[src/rtl/matvec_ctrl_if.sv]
// Stream handshake between upstream/downstream ports and the matrix-vector controller.
// master drives words and accepts results; slave is the controller.
interface matvec_ctrl_if;
    logic input_valid;
    logic input_ready;
    logic new_matrix;
    logic output_valid;
    logic output_ready;

    modport master (
        output input_valid,
        output new_matrix,
        output output_ready,
        input  input_ready,
        input  output_valid
    );

    modport slave (
        input  input_valid,
        input  new_matrix,
        input  output_ready,
        output input_ready,
        output output_valid
    );
endinterface

[src/rtl/matvec_ctrl.sv]
// Control FSM for an M x N matrix-vector multiplier: memory write/read addressing and MAC sequencing.
// Optional counters stall_cycles_o / problems_done_o are built when MATVEC_CTRL_PERF_EN is defined.
module matvec_ctrl #(
    parameter  int unsigned M       = 3,
    parameter  int unsigned N       = 3,
    parameter  int unsigned MAC_LAT = 1,
    localparam int unsigned AW_M    = (M * N > 1) ? $clog2(M * N) : 1,
    localparam int unsigned AW_X    = (N > 1) ? $clog2(N) : 1
) (
    input  logic              clk,
    input  logic              reset,
    matvec_ctrl_if.slave      hs_if,
    output logic              wr_en_m_o,
    output logic [AW_M-1:0]   wr_addr_m_o,
    output logic              wr_en_x_o,
    output logic [AW_X-1:0]   wr_addr_x_o,
    output logic [AW_M-1:0]   rd_addr_m_o,
    output logic [AW_X-1:0]   rd_addr_x_o,
    output logic              mac_en_o,
    output logic              mac_clear_o
`ifdef MATVEC_CTRL_PERF_EN
    ,
    output logic [15:0]       stall_cycles_o,
    output logic [15:0]       problems_done_o
`endif
);

    localparam int unsigned AW_R = (M > 1) ? $clog2(M) : 1;
    localparam int unsigned AW_W = (MAC_LAT > 1) ? $clog2(MAC_LAT) : 1;

    typedef enum logic [2:0] {
        IDLE,
        LOAD_M,
        LOAD_X,
        COMPUTE,
        WAIT,
        OUTPUT
    } state_e;

    state_e            state_q, state_d;
    logic [AW_M-1:0]   m_cnt_q, m_cnt_d;
    logic [AW_X-1:0]   x_cnt_q, x_cnt_d;
    logic [AW_X-1:0]   col_q, col_d;
    logic [AW_R-1:0]   row_q, row_d;
    logic [AW_M-1:0]   rd_m_q, rd_m_d;
    logic [AW_W-1:0]   wait_q, wait_d;
    logic              mat_valid_q, mat_valid_d;
    logic              rdy_en_q;
    logic              in_rdy, out_vld, hs_in, hs_out, row_last;

    // rdy_en_q keeps input_ready low for the cycle following a sampled reset
    always_ff @(posedge clk) begin
        if (reset) begin
            state_q     <= IDLE;
            m_cnt_q     <= '0;
            x_cnt_q     <= '0;
            col_q       <= '0;
            row_q       <= '0;
            rd_m_q      <= '0;
            wait_q      <= '0;
            mat_valid_q <= 1'b0;
            rdy_en_q    <= 1'b0;
        end else begin
            state_q     <= state_d;
            m_cnt_q     <= m_cnt_d;
            x_cnt_q     <= x_cnt_d;
            col_q       <= col_d;
            row_q       <= row_d;
            rd_m_q      <= rd_m_d;
            wait_q      <= wait_d;
            mat_valid_q <= mat_valid_d;
            rdy_en_q    <= 1'b1;
        end
    end

    assign in_rdy   = rdy_en_q && (state_q == IDLE || state_q == LOAD_M || state_q == LOAD_X);
    assign out_vld  = (state_q == OUTPUT);
    assign hs_in    = hs_if.input_valid && in_rdy;
    assign hs_out   = out_vld && hs_if.output_ready;
    assign row_last = (row_q == AW_R'(M - 1));

    always_comb begin
        state_d     = state_q;
        m_cnt_d     = m_cnt_q;
        x_cnt_d     = x_cnt_q;
        col_d       = col_q;
        row_d       = row_q;
        rd_m_d      = rd_m_q;
        wait_d      = wait_q;
        mat_valid_d = mat_valid_q;
        wr_en_m_o   = 1'b0;
        wr_en_x_o   = 1'b0;
        mac_en_o    = 1'b0;
        mac_clear_o = 1'b0;

        case (state_q)
            IDLE: begin
                if (hs_in) begin
                    if (hs_if.new_matrix || !mat_valid_q) begin
                        // Starting a matrix load invalidates the stored matrix until it completes
                        wr_en_m_o   = 1'b1;
                        mat_valid_d = 1'b0;
                        if (M * N == 1) begin
                            mat_valid_d = 1'b1;
                            state_d     = LOAD_X;
                        end else begin
                            m_cnt_d = AW_M'(1);
                            state_d = LOAD_M;
                        end
                    end else begin
                        wr_en_x_o = 1'b1;
                        if (N == 1) begin
                            state_d = COMPUTE;
                        end else begin
                            x_cnt_d = AW_X'(1);
                            state_d = LOAD_X;
                        end
                    end
                end
            end
            LOAD_M: begin
                if (hs_in) begin
                    wr_en_m_o = 1'b1;
                    if (m_cnt_q == AW_M'(M * N - 1)) begin
                        m_cnt_d     = '0;
                        mat_valid_d = 1'b1;
                        state_d     = LOAD_X;
                    end else begin
                        m_cnt_d = m_cnt_q + AW_M'(1);
                    end
                end
            end
            LOAD_X: begin
                if (hs_in) begin
                    wr_en_x_o = 1'b1;
                    if (x_cnt_q == AW_X'(N - 1)) begin
                        x_cnt_d = '0;
                        state_d = COMPUTE;
                    end else begin
                        x_cnt_d = x_cnt_q + AW_X'(1);
                    end
                end
            end
            COMPUTE: begin
                mac_en_o    = 1'b1;
                mac_clear_o = (col_q == '0);
                rd_m_d      = (rd_m_q == AW_M'(M * N - 1)) ? '0 : rd_m_q + AW_M'(1);
                if (col_q == AW_X'(N - 1)) begin
                    col_d   = '0;
                    wait_d  = '0;
                    state_d = (MAC_LAT > 1) ? WAIT : OUTPUT;
                end else begin
                    col_d = col_q + AW_X'(1);
                end
            end
            WAIT: begin
                if (wait_q == AW_W'(MAC_LAT - 2)) begin
                    wait_d  = '0;
                    state_d = OUTPUT;
                end else begin
                    wait_d = wait_q + AW_W'(1);
                end
            end
            OUTPUT: begin
                if (hs_out) begin
                    if (row_last) begin
                        row_d   = '0;
                        state_d = IDLE;
                    end else begin
                        row_d   = row_q + AW_R'(1);
                        state_d = COMPUTE;
                    end
                end
            end
            default: state_d = IDLE;
        endcase
    end

    assign hs_if.input_ready  = in_rdy;
    assign hs_if.output_valid = out_vld;
    assign wr_addr_m_o        = m_cnt_q;
    assign wr_addr_x_o        = x_cnt_q;
    assign rd_addr_m_o        = rd_m_q;
    assign rd_addr_x_o        = col_q;

`ifdef MATVEC_CTRL_PERF_EN
    logic [15:0] stall_q, stall_d;
    logic [15:0] done_q, done_d;

    // Stall counter saturates; problem counter wraps
    always_comb begin
        stall_d = stall_q;
        done_d  = done_q;
        if (out_vld && !hs_if.output_ready && stall_q != 16'hFFFF) begin
            stall_d = stall_q + 16'd1;
        end
        if (hs_out && row_last) begin
            done_d = done_q + 16'd1;
        end
    end

    always_ff @(posedge clk) begin
        if (reset) begin
            stall_q <= '0;
            done_q  <= '0;
        end else begin
            stall_q <= stall_d;
            done_q  <= done_d;
        end
    end

    assign stall_cycles_o  = stall_q;
    assign problems_done_o = done_q;
`endif

endmodule

[src/flat_wrapper.sv]
// flat-port wrapper written by rule: the top's interface ports become plain ports
module matvec_ctrl_flat 
#(
    parameter  int unsigned M       = 3,
    parameter  int unsigned N       = 3,
    parameter  int unsigned MAC_LAT = 1,
    localparam int unsigned AW_M    = (M * N > 1) ? $clog2(M * N) : 1,
    localparam int unsigned AW_X    = (N > 1) ? $clog2(N) : 1
)
  (clk, reset, wr_en_m_o, wr_addr_m_o, wr_en_x_o, wr_addr_x_o, rd_addr_m_o, rd_addr_x_o, mac_en_o, mac_clear_o, hs_if_input_valid, hs_if_new_matrix, hs_if_output_ready, hs_if_input_ready, hs_if_output_valid);
  matvec_ctrl_if hs_if_i ();
  input  logic clk;
  input  logic reset;
  output logic wr_en_m_o;
  output logic [AW_M-1:0] wr_addr_m_o;
  output logic wr_en_x_o;
  output logic [AW_X-1:0] wr_addr_x_o;
  output logic [AW_M-1:0] rd_addr_m_o;
  output logic [AW_X-1:0] rd_addr_x_o;
  output logic mac_en_o;
  output logic mac_clear_o;
  input wire logic [$bits(hs_if_i.input_valid)-1:0] hs_if_input_valid;
  input wire logic [$bits(hs_if_i.new_matrix)-1:0] hs_if_new_matrix;
  input wire logic [$bits(hs_if_i.output_ready)-1:0] hs_if_output_ready;
  output wire logic [$bits(hs_if_i.input_ready)-1:0] hs_if_input_ready;
  output wire logic [$bits(hs_if_i.output_valid)-1:0] hs_if_output_valid;
  assign hs_if_i.input_valid = hs_if_input_valid;
  assign hs_if_i.new_matrix = hs_if_new_matrix;
  assign hs_if_i.output_ready = hs_if_output_ready;
  assign hs_if_input_ready = hs_if_i.input_ready;
  assign hs_if_output_valid = hs_if_i.output_valid;
  matvec_ctrl #(.M(M), .N(N), .MAC_LAT(MAC_LAT)) u_core (.clk(clk), .reset(reset), .hs_if(hs_if_i), .wr_en_m_o(wr_en_m_o), .wr_addr_m_o(wr_addr_m_o), .wr_en_x_o(wr_en_x_o), .wr_addr_x_o(wr_addr_x_o), .rd_addr_m_o(rd_addr_m_o), .rd_addr_x_o(rd_addr_x_o), .mac_en_o(mac_en_o), .mac_clear_o(mac_clear_o));
endmodule
[config.mk]
export PLATFORM = sky130hd
export DESIGN_NAME = matvec_ctrl_flat
export DESIGN_NICKNAME = d
export VERILOG_FILES = /design/src/rtl/matvec_ctrl_if.sv /design/src/rtl/matvec_ctrl.sv /design/src/flat_wrapper.sv
export SDC_FILE = /design/constraint.sdc
export NUM_CORES = 1
export LEC_CHECK = 0
export BUFFER_PORTS_ARGS = -buffer_cell sky130_fd_sc_hd__buf_2
export CAP_MARGIN = 20
export CORE_MARGIN = 2
export CORE_UTILIZATION = 47
export CTS_CLUSTER_SIZE = 40
export DETAILED_ROUTE_END_ITERATION = 7
export GPL_ROUTABILITY_DRIVEN = 1
export PLACE_DENSITY = 0.81
export SYNTH_ARGS = -nofsm -noshare
export SYNTH_HDL_FRONTEND = slang
export SYNTH_SLANG_ARGS = --single-unit
[constraint.sdc]
create_clock -name clk -period 1.6 [get_ports clk]
set_input_delay 0.16 -clock clk [delete_from_list [all_inputs] [get_ports clk]]
set_output_delay 0.16 -clock clk [all_outputs]
set_load 0.1 [all_outputs]
==> metrics.cfg <==
[outcome]
status=finished with violations
violations=negative setup slack

[drt]
drt_iter0_markers=48
vias_per_cell=5.89
ant_nets=0
firstDrtPassIters=4
avgRoutedWirePerCell_um=15.7
wl_um=3390
num_vias=1272
drc=0

[clocking]
clk_latency_ns=0.31
clk_pin_slew_ns=0.12
htree_levels=1
cts_buffers=3
tritoncts=done
root_buffer=clkbuf_4
hold_buffers=0
clk_path_buf_depth=2
cts.sinks=20

[global_route]
grt_pass1_vias=1064
grt_max_degree=19
track_usage_pct=23.1
grt_pass1_wl_um=4650
grt_overflow=0
antenna_found_initial=0

[sta]
period_minus_slack_ns=1.76
maxSlewViolCount=0
finalCritPeriodShare_pct=110
setup_viol=7
relSlewSlack_pct=60.3
hold_ws_ns=0.190
fmax_mhz=570
fin_ws_ns=-0.155
skew_ns=0.00243
finalHoldViolCount=0
tightest_slew_ns=0.587
rsz0062_at_grt=yes

[setup_path]
worstSetupStartpointType=register
critPathMaxFanout=4
arrival_ns=1.60
crit_type=register to output pin
crit_required_ns=1.44
end_kind=output pin

[synth]
synth-seq-cells=20
syn_inst=140
seq_area_frac_synth_pct=36.2
synth_area_um2=1100
synth_cell_type_count=39
synth_edf_count=0
async_reset_ff_share_pct=0
synth_area_per_cell_um2=7.89
yosysWarningCount=0
synthFlopType=dfxtp_1
syn_nets=149

[power]
ir_drop_v=0.000528
leakage_nw=0.718
p_per_area_nw_per_um2=610

[job]
drv_cap=0

[finish]
final_cell_mix=23 x buf_4, 17 x buf_2, 15 x a21oi_1, 13 x nand2_1
drive_gt1_share_pct=48.9
final_area_um2=1740
utilization_pct=78.5
stdcell_count=216
diodes=0
nNetsFinal=198
syn_to_final_growth_pct=57.1
final_common_cell=buf_4

[floorplan]
die-area_um2=2750
num_io_pins=23
die_w_um=52.5
rows=17
die_h_um=52.5
core_area_um2=2210
initial_core_util_pct=49.9

[placed_design]
place_area_um2=1480
io_buffers=22
hpwl_um=2080
place_ws_ns=0.0238
dp_cells=195
gp_congestion=0.831

[worst_hold_path]
worstHoldPathType=input pin to register

[through the flow]
step	power (mW)	TNS [ns]
floorplan	0.663	-3.03
global placement	0.716	0
detailed placement	0.723	0
CTS	1.04	-0.322
global route	1.10	-1.20
finish	1.06	-0.579
[kinds of logic (layout without fill, tap and decap cells)]
logic type | Yosys count | after routing | synth area share (%)
simple gates | 53 | 53 | 25.9
buf+inv | 18 | 66 | 6.57
compound gates | 43 | 43 | 24.9
flops | 20 | 20 | 36.2
mux | 2 | 2 | 1.81
fa+ha+maj | 4 | 4 | 4.53
[report_power, final]
| part | total, mW | switching [mW] | internal [mW] |
|---|---|---|---|
| Combinational | 0.240 | 0.146 | 0.0946 |
| Clock | 0.306 | 0.167 | 0.139 |
| Sequential | 0.512 | 0.00812 | 0.504 |
[sequential cells by signal, indices dropped and copies added (netlist names)]
name / count
u_core.row_q: 2
u_core.rd_addr_x_o: 2
u_core.wr_addr_x_o: 2
u_core.wr_addr_m_o: 4
u_core.mat_valid_q: 1
u_core.rdy_en_q: 1
u_core.rd_addr_m_o: 4
u_core.state_q: 3
u_core.wait_q: 1
[critical path, cell delays in order, from the launching register on]
cell	delay, ns
dfxtp_4	0.38
or4_4	0.52
buf_6	0.14
clkinvlp_4	0.08
buf_12	0.17
[timing repair]
action,in CTS,in global routing
setup buffers,6,14
endpoints found under the setup margin,6,12
pin swaps,1,9
resized for setup,10,16
endpoints found under the hold margin,0,0
gates cloned,0,1
[routing by layer]
| layer | wire length, µm | vias up | GRT usage [%] |
|---|---|---|---|
| li1 | - | 602 | - |
| met1 | 1280 | 590 | 26.2 |
| met2 | 1810 | 62 | 43.1 |
| met3 | 176 | 18 | 5.43 |
| met4 | 119 | 0 | 5.13 |
| met5 | 0 | - | 0 |
[area by class of cell]
class | count | area [µm²]
Fill cell | 140 | 477
Timing Repair Buffer | 52 | 449
Sequential cell | 20 | 424
Multi-Input combinational cell | 102 | 742
Tap cell | 28 | 35.0
Clock buffer | 4 | 36.3
Inverter | 10 | 48.8
[worst paths after layout]
check | start | endpoint | slack, ns | depth (start not counted)
max | u_core.state_q[2] | wr_en_m_o | -0.16 | 4
min | hs_if_input_valid | u_core.mat_valid_q | 0.19 | 3
max reg2reg | u_core.state_q[1] | u_core.mat_valid_q | -0.06 | 5
min reg2reg | u_core.row_q[1] | u_core.row_q[1] | 0.49 | 2
[cell usage after synthesis, types with 3 or more instances]
cell	instances	area [µm²]
o211ai_1	3	22.5
inv_1	9	33.8
dfxtp_1	20	400
nor3b_1	3	22.5
nand4b_1	3	26.3
and3_1	3	18.8
a21oi_1	17	85.1
nor3_1	4	20.0
nand2_1	14	52.6
clkbuf_1	6	22.5
a22oi_1	3	22.5
o21ai_0	9	45.0
nor2_1	10	37.5
ha_1	4	50.1
(Power assumes the default switching activity.)
